<file path="config.mk">
export PLATFORM = sky130hd
export DESIGN_NAME = control_sequencer_flat
export DESIGN_NICKNAME = d
export VERILOG_FILES = /design/src/rtl/control_sequencer_pkg.sv /design/src/rtl/control_sequencer_if.sv /design/src/rtl/control_sequencer_skip_cond_eval.sv /design/src/rtl/control_sequencer.sv /design/src/flat_wrapper.sv
export SDC_FILE = /design/constraint.sdc
export NUM_CORES = 1
export LEC_CHECK = 0
export ABC_AREA = 1
export BUFFER_PORTS_ARGS = -buffer_cell sky130_fd_sc_hd__buf_2
export CELL_PAD_IN_SITES_DETAIL_PLACEMENT = 0
export CELL_PAD_IN_SITES_GLOBAL_PLACEMENT = 1
export CORE_UTILIZATION = 28
export DETAILED_ROUTE_END_ITERATION = 8
export GPL_TIMING_DRIVEN = 0
export PLACE_DENSITY_LB_ADDON = 0.1
export SLEW_MARGIN = 10
export SYNTH_ARGS = -nofsm -noshare
export SYNTH_HDL_FRONTEND = slang
export SYNTH_SLANG_ARGS = --single-unit
</file>
<file path="constraint.sdc">
create_clock -name clock -period 2.1 [get_ports clock]
set_input_delay 0.42 -clock clock [delete_from_list [all_inputs] [get_ports clock]]
set_output_delay 0.42 -clock clock [all_outputs]
set_load 0.005 [all_outputs]
</file>
<file path="src/rtl/control_sequencer_pkg.sv">
// control_pkg: shared encodings for the accumulator-machine sequencer.
// Opcodes, state codes, mux selects, skip conditions and ALU operations.
package control_pkg;

    localparam logic [3:0] OP_NOP      = 4'h0;
    localparam logic [3:0] OP_LOAD     = 4'h1;
    localparam logic [3:0] OP_STORE    = 4'h2;
    localparam logic [3:0] OP_ADD      = 4'h3;
    localparam logic [3:0] OP_SUB      = 4'h4;
    localparam logic [3:0] OP_AND      = 4'h5;
    localparam logic [3:0] OP_OR       = 4'h6;
    localparam logic [3:0] OP_HALT     = 4'h7;
    localparam logic [3:0] OP_SKIPCOND = 4'h8;
    localparam logic [3:0] OP_JUMP     = 4'h9;
    localparam logic [3:0] OP_CLEAR    = 4'hA;

    typedef enum logic [3:0] {
        S_IDLE    = 4'd0,
        S_F_ADDR  = 4'd1,
        S_F_WAIT  = 4'd2,
        S_F_LOAD  = 4'd3,
        S_DECODE  = 4'd4,
        S_E_WAIT  = 4'd5,
        S_E_MBR   = 4'd6,
        S_E_ACC   = 4'd7,
        S_E_STORE = 4'd8,
        S_HALTED  = 4'd9
    } state_t;

    localparam logic       PC_SEL_INC   = 1'b0;
    localparam logic       PC_SEL_IR    = 1'b1;
    localparam logic       MAR_SEL_PC   = 1'b0;
    localparam logic       MAR_SEL_IR   = 1'b1;
    localparam logic [1:0] ACC_SEL_ALU  = 2'b00;
    localparam logic [1:0] ACC_SEL_MBR  = 2'b01;
    localparam logic [1:0] ACC_SEL_ZERO = 2'b10;

    localparam logic [3:0] ALU_ADD = 4'b0000;
    localparam logic [3:0] ALU_SUB = 4'b0001;
    localparam logic [3:0] ALU_AND = 4'b1000;
    localparam logic [3:0] ALU_OR  = 4'b1001;

    localparam logic [1:0] COND_NEG   = 2'b00;
    localparam logic [1:0] COND_ZERO  = 2'b01;
    localparam logic [1:0] COND_POS   = 2'b10;
    localparam logic [1:0] COND_NEVER = 2'b11;

    // Opcodes that read a memory operand into MBR before touching ACC.
    function automatic logic needs_operand(input logic [3:0] op);
        needs_operand = (op == OP_LOAD) || (op == OP_ADD) || (op == OP_SUB)
                     || (op == OP_AND)  || (op == OP_OR);
    endfunction

    function automatic logic [3:0] alu_map(input logic [3:0] op);
        case (op)
            OP_SUB:  alu_map = ALU_SUB;
            OP_AND:  alu_map = ALU_AND;
            OP_OR:   alu_map = ALU_OR;
            default: alu_map = ALU_ADD;
        endcase
    endfunction

endpackage

</file>
<file path="src/rtl/control_sequencer_if.sv">
// control_sequencer_if: sequencer <-> datapath control bundle.
// master = sequencer side, slave = datapath side.
interface control_sequencer_if;
    logic       start;
    logic [3:0] ir_opcode;
    logic [1:0] ir_cond;
    logic       acc_neg;
    logic       acc_zero;
    logic       pc_write;
    logic       pc_sel;
    logic       mar_write;
    logic       mar_sel;
    logic       ir_write;
    logic       mbr_write;
    logic       acc_write;
    logic [1:0] acc_sel;
    logic [3:0] alu_opcode;
    logic       mem_write_enable;
    logic       halted;
    logic       illegal;
    logic [3:0] state_dbg;

    modport master (
        input  start, ir_opcode, ir_cond, acc_neg, acc_zero,
        output pc_write, pc_sel, mar_write, mar_sel, ir_write,
        output mbr_write, acc_write, acc_sel, alu_opcode,
        output mem_write_enable, halted, illegal, state_dbg
    );

    modport slave (
        output start, ir_opcode, ir_cond, acc_neg, acc_zero,
        input  pc_write, pc_sel, mar_write, mar_sel, ir_write,
        input  mbr_write, acc_write, acc_sel, alu_opcode,
        input  mem_write_enable, halted, illegal, state_dbg
    );
endinterface

</file>
<file path="src/rtl/control_sequencer_skip_cond_eval.sv">
// skip_cond_eval: SKIPCOND predicate on the ACC sign/zero flags.
// Condition 11 never skips.
module skip_cond_eval
    import control_pkg::*;
(
    input  logic [1:0] ir_cond_i,
    input  logic       acc_neg_i,
    input  logic       acc_zero_i,
    output logic       skip_o
);

    // Select the flag combination named by the condition field.
    always_comb begin
        skip_o = 1'b0;
        unique case (ir_cond_i)
            COND_NEG:  skip_o = acc_neg_i;
            COND_ZERO: skip_o = acc_zero_i;
            COND_POS:  skip_o = !acc_neg_i && !acc_zero_i;
            default:   skip_o = 1'b0;
        endcase
    end

endmodule

</file>
<file path="src/rtl/control_sequencer.sv">
// control_sequencer: fetch/decode/execute controller for the
// 16-bit accumulator computer; sequences an external datapath.
module control_sequencer
    import control_pkg::*;
#(
    parameter int MEM_READ_LATENCY = 1,
    parameter int ADDR_WIDTH       = 12
) (
    input  logic                clock,
    input  logic                reset,
    control_sequencer_if.master bus
);

    if (MEM_READ_LATENCY < 1 || ADDR_WIDTH < 2) begin : g_bad_param
        $error("control_sequencer: MEM_READ_LATENCY>=1, ADDR_WIDTH>=2");
    end

    localparam int WCW = (MEM_READ_LATENCY > 1) ? $clog2(MEM_READ_LATENCY) : 1;
    localparam logic [WCW-1:0] WAIT_INIT = WCW'(MEM_READ_LATENCY - 1);

    state_t         state_q, state_d;
    logic [WCW-1:0] wait_q, wait_d;
    logic           halted_q, halted_d;
    logic           illegal_q, illegal_d;
    logic           skip;
    logic [3:0]     op;

    logic       pc_write, pc_sel, mar_write, mar_sel;
    logic       ir_write, mbr_write, acc_write, mem_we;
    logic [1:0] acc_sel;
    logic [3:0] alu_opcode;

    assign op = bus.ir_opcode;

    skip_cond_eval u_skip (
        .ir_cond_i  (bus.ir_cond),
        .acc_neg_i  (bus.acc_neg),
        .acc_zero_i (bus.acc_zero),
        .skip_o     (skip)
    );

    // Next state, wait countdown and sticky halt/illegal flags.
    always_comb begin
        state_d   = state_q;
        wait_d    = wait_q;
        halted_d  = halted_q;
        illegal_d = illegal_q;
        unique case (state_q)
            S_IDLE:   if (bus.start) state_d = S_F_ADDR;
            S_F_ADDR: begin
                state_d = S_F_WAIT;
                wait_d  = WAIT_INIT;
            end
            S_F_WAIT: begin
                if (wait_q == '0) state_d = S_F_LOAD;
                else              wait_d  = wait_q - 1'b1;
            end
            S_F_LOAD: state_d = S_DECODE;
            S_DECODE: begin
                state_d = S_F_ADDR;
                unique case (1'b1)
                    needs_operand(op): begin
                        state_d = S_E_WAIT;
                        wait_d  = WAIT_INIT;
                    end
                    op == OP_STORE: state_d = S_E_STORE;
                    op == OP_HALT: begin
                        state_d  = S_HALTED;
                        halted_d = 1'b1;
                    end
                    op > OP_CLEAR: begin
                        state_d   = S_HALTED;
                        halted_d  = 1'b1;
                        illegal_d = 1'b1;
                    end
                    default: ;
                endcase
            end
            S_E_WAIT: begin
                if (wait_q == '0) state_d = S_E_MBR;
                else              wait_d  = wait_q - 1'b1;
            end
            S_E_MBR:   state_d = S_E_ACC;
            S_E_ACC:   state_d = S_F_ADDR;
            S_E_STORE: state_d = S_F_ADDR;
            S_HALTED:  state_d = S_HALTED;
            default:   state_d = S_IDLE;
        endcase
    end

    // State register; reset abandons any instruction in flight.
    always_ff @(posedge clock or negedge reset) begin
        if (!reset) begin
            state_q   <= S_IDLE;
            wait_q    <= '0;
            halted_q  <= 1'b0;
            illegal_q <= 1'b0;
        end else begin
            state_q   <= state_d;
            wait_q    <= wait_d;
            halted_q  <= halted_d;
            illegal_q <= illegal_d;
        end
    end

    // Datapath enables decoded from state (plus IR/ACC flags in DECODE).
    always_comb begin
        pc_write   = 1'b0;
        pc_sel     = PC_SEL_INC;
        mar_write  = 1'b0;
        mar_sel    = MAR_SEL_PC;
        ir_write   = 1'b0;
        mbr_write  = 1'b0;
        acc_write  = 1'b0;
        acc_sel    = ACC_SEL_ALU;
        alu_opcode = ALU_ADD;
        mem_we     = 1'b0;
        unique case (state_q)
            S_F_ADDR: mar_write = 1'b1;
            S_F_LOAD: begin
                ir_write = 1'b1;
                pc_write = 1'b1;
            end
            S_DECODE: begin
                unique case (1'b1)
                    op == OP_CLEAR: begin
                        acc_write = 1'b1;
                        acc_sel   = ACC_SEL_ZERO;
                    end
                    op == OP_JUMP: begin
                        pc_write = 1'b1;
                        pc_sel   = PC_SEL_IR;
                    end
                    op == OP_SKIPCOND: pc_write = skip;
                    needs_operand(op) || op == OP_STORE: begin
                        mar_write = 1'b1;
                        mar_sel   = MAR_SEL_IR;
                    end
                    default: ;
                endcase
            end
            S_E_MBR: mbr_write = 1'b1;
            S_E_ACC: begin
                acc_write  = 1'b1;
                acc_sel    = (op == OP_LOAD) ? ACC_SEL_MBR : ACC_SEL_ALU;
                alu_opcode = (op == OP_LOAD) ? ALU_ADD : alu_map(op);
            end
            S_E_STORE: mem_we = 1'b1;
            default: ;
        endcase
    end

    assign bus.pc_write         = pc_write;
    assign bus.pc_sel           = pc_sel;
    assign bus.mar_write        = mar_write;
    assign bus.mar_sel          = mar_sel;
    assign bus.ir_write         = ir_write;
    assign bus.mbr_write        = mbr_write;
    assign bus.acc_write        = acc_write;
    assign bus.acc_sel          = acc_sel;
    assign bus.alu_opcode       = alu_opcode;
    assign bus.mem_write_enable = mem_we;
    assign bus.halted           = halted_q;
    assign bus.illegal          = illegal_q;
    assign bus.state_dbg        = state_q;

endmodule
</file>
<file path="src/flat_wrapper.sv">
// flat-port wrapper written by rule: the top's interface ports become plain ports
module control_sequencer_flat import control_pkg::*;
#(
    parameter int MEM_READ_LATENCY = 1,
    parameter int ADDR_WIDTH       = 12
)
  (clock, reset, bus_start, bus_ir_opcode, bus_ir_cond, bus_acc_neg, bus_acc_zero, bus_pc_write, bus_pc_sel, bus_mar_write, bus_mar_sel, bus_ir_write, bus_mbr_write, bus_acc_write, bus_acc_sel, bus_alu_opcode, bus_mem_write_enable, bus_halted, bus_illegal, bus_state_dbg);
  control_sequencer_if bus_i ();
  input  logic clock;
  input  logic reset;
  input wire logic [$bits(bus_i.start)-1:0] bus_start;
  input wire logic [$bits(bus_i.ir_opcode)-1:0] bus_ir_opcode;
  input wire logic [$bits(bus_i.ir_cond)-1:0] bus_ir_cond;
  input wire logic [$bits(bus_i.acc_neg)-1:0] bus_acc_neg;
  input wire logic [$bits(bus_i.acc_zero)-1:0] bus_acc_zero;
  output wire logic [$bits(bus_i.pc_write)-1:0] bus_pc_write;
  output wire logic [$bits(bus_i.pc_sel)-1:0] bus_pc_sel;
  output wire logic [$bits(bus_i.mar_write)-1:0] bus_mar_write;
  output wire logic [$bits(bus_i.mar_sel)-1:0] bus_mar_sel;
  output wire logic [$bits(bus_i.ir_write)-1:0] bus_ir_write;
  output wire logic [$bits(bus_i.mbr_write)-1:0] bus_mbr_write;
  output wire logic [$bits(bus_i.acc_write)-1:0] bus_acc_write;
  output wire logic [$bits(bus_i.acc_sel)-1:0] bus_acc_sel;
  output wire logic [$bits(bus_i.alu_opcode)-1:0] bus_alu_opcode;
  output wire logic [$bits(bus_i.mem_write_enable)-1:0] bus_mem_write_enable;
  output wire logic [$bits(bus_i.halted)-1:0] bus_halted;
  output wire logic [$bits(bus_i.illegal)-1:0] bus_illegal;
  output wire logic [$bits(bus_i.state_dbg)-1:0] bus_state_dbg;
  assign bus_i.start = bus_start;
  assign bus_i.ir_opcode = bus_ir_opcode;
  assign bus_i.ir_cond = bus_ir_cond;
  assign bus_i.acc_neg = bus_acc_neg;
  assign bus_i.acc_zero = bus_acc_zero;
  assign bus_pc_write = bus_i.pc_write;
  assign bus_pc_sel = bus_i.pc_sel;
  assign bus_mar_write = bus_i.mar_write;
  assign bus_mar_sel = bus_i.mar_sel;
  assign bus_ir_write = bus_i.ir_write;
  assign bus_mbr_write = bus_i.mbr_write;
  assign bus_acc_write = bus_i.acc_write;
  assign bus_acc_sel = bus_i.acc_sel;
  assign bus_alu_opcode = bus_i.alu_opcode;
  assign bus_mem_write_enable = bus_i.mem_write_enable;
  assign bus_halted = bus_i.halted;
  assign bus_illegal = bus_i.illegal;
  assign bus_state_dbg = bus_i.state_dbg;
  control_sequencer #(.MEM_READ_LATENCY(MEM_READ_LATENCY), .ADDR_WIDTH(ADDR_WIDTH)) u_core (.clock(clock), .reset(reset), .bus(bus_i));
endmodule
</file>
==> summary.md <==
| Metric | Value |
|---|---|
| YS warnings | `0` |
| Post-Synthesis Cells | `89` |
| Sw frac | `0.445` |
| Mean post-synth cell area | `roughly 5.8 µm²` |
| Antenna Nets Post-Route | `0` |
| Tot Pwr | `roughly 0.66 mW` |
| DRC | `0` |
| Commonest non-fill, non-tap cell in the layout | `buf_2` |
| Later-pin clock latency in the skew report | `approximately 0.24 ns` |
| Drt first-iter violations | `11` |
| Placed inst area | `roughly 700 µm²` |
| Fin nets | `between 100 and 150` |
| Aggregate global routing overflow | `0` |
| Commonest non-fill, non-tap cells in the layout | `buf_2, nor2_1, nand2_1` |
| Cells after DPL | `between 100 and 150` |
| Post-synth top area share | `0.288` |
| # H-tree levels | `1` |
| Largest cells by area after synthesis | `dfrtp_1, nor2_1, nand2_1, inv_1, nand3_1` |
| Die area | `between 0.002 and 0.0025 mm²` |
| Layout cells sized above 1 | `0.311` |
| Initial Util | `0.301` |
| Post-Layout Inst Area | `728 µm²` |
| Initial antenna violation count | `0` |
| FF+latch count, synth | `6` |
| Slew Limit Fails | `0` |
| Core area | `~0.0017 mm²` |
| Clock Tree Buf Depth | `2` |
| GRT Util Overall | `0.131` |
| Outcome | `completed` |
| Clock Tree Root | `clkbuf_4` |
| Hold_ws | `between 0.4 and 0.5 ns` |
| CTS Buf Count | `3` |
| First-pass GRT wire length | `between 1500 and 2000 µm` |
| CP max FO | `6` |
| Met2 Track Usage GR | `0.174` |
| Vias in the first global route | `between 400 and 500` |
| Seq/Total Area, Yosys | `0.288` |
| Die height | `~45 µm` |
| CTS resizes | `0` |
| GPL Wtd Cong | `about 0.78` |
| Worst Path Required | `roughly 1.7 ns` |
| WL per Instance | `about 8.9 µm` |
| GRT Max-Usage Layer | `met1` |
| Max-cap check violation count | `0` |
| Area of the mapped netlist | `520 µm²` |
| DP Wirelength | `roughly 1100 µm` |
| CP Launch Type | `flip-flop` |
| Final Skew | `0.00223 ns` |
| Met1 Resource Use GR | `0.203` |
| Die width | `around 45 µm` |
| Logic gate share of total power | `0.537` |
| I/O Buffers | `28` |
| Area grow syn2layout | `39.9%` |
| # IOs | `31` |
| Met3 Resource Use GR | `0.0240` |
| Peak Freq | `between 500 and 600 MHz` |
| Power Dens Cells | `901 mW/mm²` |
| Setup TNS | `0 ns` |
| Part of the power in registers | `0.303` |
| Maximum VDD drop | `0.510 mV` |
| Pint | `around 0.36 mW` |
| Crit. End Element | `output pin` |
| Switching power | `between 0.2 and 0.3 mW` |
| WP data arrival | `about 1.5 ns` |
| Yosys cell types | `16` |
| Hold Crit Class | `in2reg` |
| Final Non-Filler Cells | `about 150` |
| Largest net degree at the start of global routing | `7` |
| Clock sink total | `6` |
| RSZ-0062 raised after global routing | `false` |
| Yosys top cell by area | `dfrtp_1` |
| Clock network fraction of total power | `0.160` |
| # diodes | `0` |
| Period utilization | `0.911` |
| Setup CP Type | `reg2out` |
| Vias | `about 660` |
| Pleak | `~0.43 nW` |
| Clock Pin Slew Worst Setup and Hold Paths | `~0.050 ns` |
| Final Hold Fails | `0` |
| Fillcell total | `220` |
| Tmin final | `roughly 1.9 ns` |
| Setup bufs post-CTS | `0` |
| Routed Wire Length | `about 1300 µm` |
| TritonCTS clock tree | `yes` |
| First-pass DRT Iterations | `4` |
| # setup viols final | `0` |
| Via/cell ratio | `4.48` |
| FP Rows | `15` |
worst paths after layout:
check / depth (start not counted) / start / slack [ns] / to
min in group asynchronous: 2 / reset / 0.53 / u_core.bus.halted
hold / removal: 3 / bus_start / 0.42 / u_core.bus.state_dbg[0]
setup / recovery: 5 / u_core.bus.state_dbg[0] / 0.19 / bus_mar_write
hold reg to reg: 2 / u_core.bus.halted / 0.46 / u_core.bus.halted
setup reg to reg: 7 / u_core.bus.state_dbg[3] / 0.97 / u_core.bus.state_dbg[0]
max in group asynchronous: 2 / reset / 1.43 / u_core.bus.state_dbg[2]
cell type report:
type,count,area (µm²),share of cell area
buffer,2,15.0,0.0206
sequential,6,150,0.206
inverter,13,48.8,0.0670
clock buffer,3,22.5,0.0309
tap,25,31.3,0.0430
timing repair buffer,29,150,0.206
multi-input combinational,69,310,0.426
power groups by stage:
| stage | sequential [mW] | combinational [mW] | clock, mW |
|---|---|---|---|
| detailed placement | 0.200 | 0.353 | 0 |
| finish | 0.199 | 0.353 | 0.105 |
| global route | 0.206 | 0.404 | 0.115 |
| CTS | 0.199 | 0.357 | 0.111 |
| global placement | 0.198 | 0.355 | 0 |
| floorplan | 0.200 | 0.223 | 0 |
per-stage QoR:
| step | setup slack [ns] | utilization |
|---|---|---|
| after floorplan | 0.668 | - |
| after global placement | 0.408 | 0.403 |
| after CTS | 0.197 | 0.422 |
| after detailed placement | 0.422 | 0.403 |
| after global routing | 0.0690 | 0.422 |
| final | 0.186 | 0.422 |
worst max-delay path, cell delays in order, from the launching register on:
cell,delay (ns)
dfrtp_1,0.42
nor2_1,0.18
nand3_1,0.17
or2_1,0.28
nand3_1,0.09
buf_2,0.11
routing by layer:
layer / up-vias / part of all wire
li1: 341 / -
met5: - / 0
met4: 0 / 0
met1: 288 / 0.51
met3: 0 / 0.067
met2: 29 / 0.42
sequential cells by signal, summed over array words and instances (netlist names):
signal / cells
u_core.bus.state_dbg: 4
u_core.bus.halted: 1
u_core.bus.illegal: 1
what timing repair did:
item,in CTS,in global routing
endpoints found under the setup margin,0,0
hold buffers,1,0
hold endpoints to repair,6,0
synth_stat cells:
library cell,count
nand3_1,6
o21a_1,1
nand2_1,20
a21oi_1,1
nor2_1,23
buf_4,2
or2_1,1
inv_2,1
o21bai_1,1
inv_1,12
o21ai_0,5
nor3_1,5
conb_1,1
nand2_2,2
nor2_4,2
dfrtp_1,6
cells by family after synthesis:
logic type      after synthesis  share of synthesized area
compound gates                8                     0.0865
other cells                   1                    0.00720
flops                         6                      0.288
buf+inv                      15                      0.123
simple gates                 59                      0.495
Power figures use the tool's default switching activity.
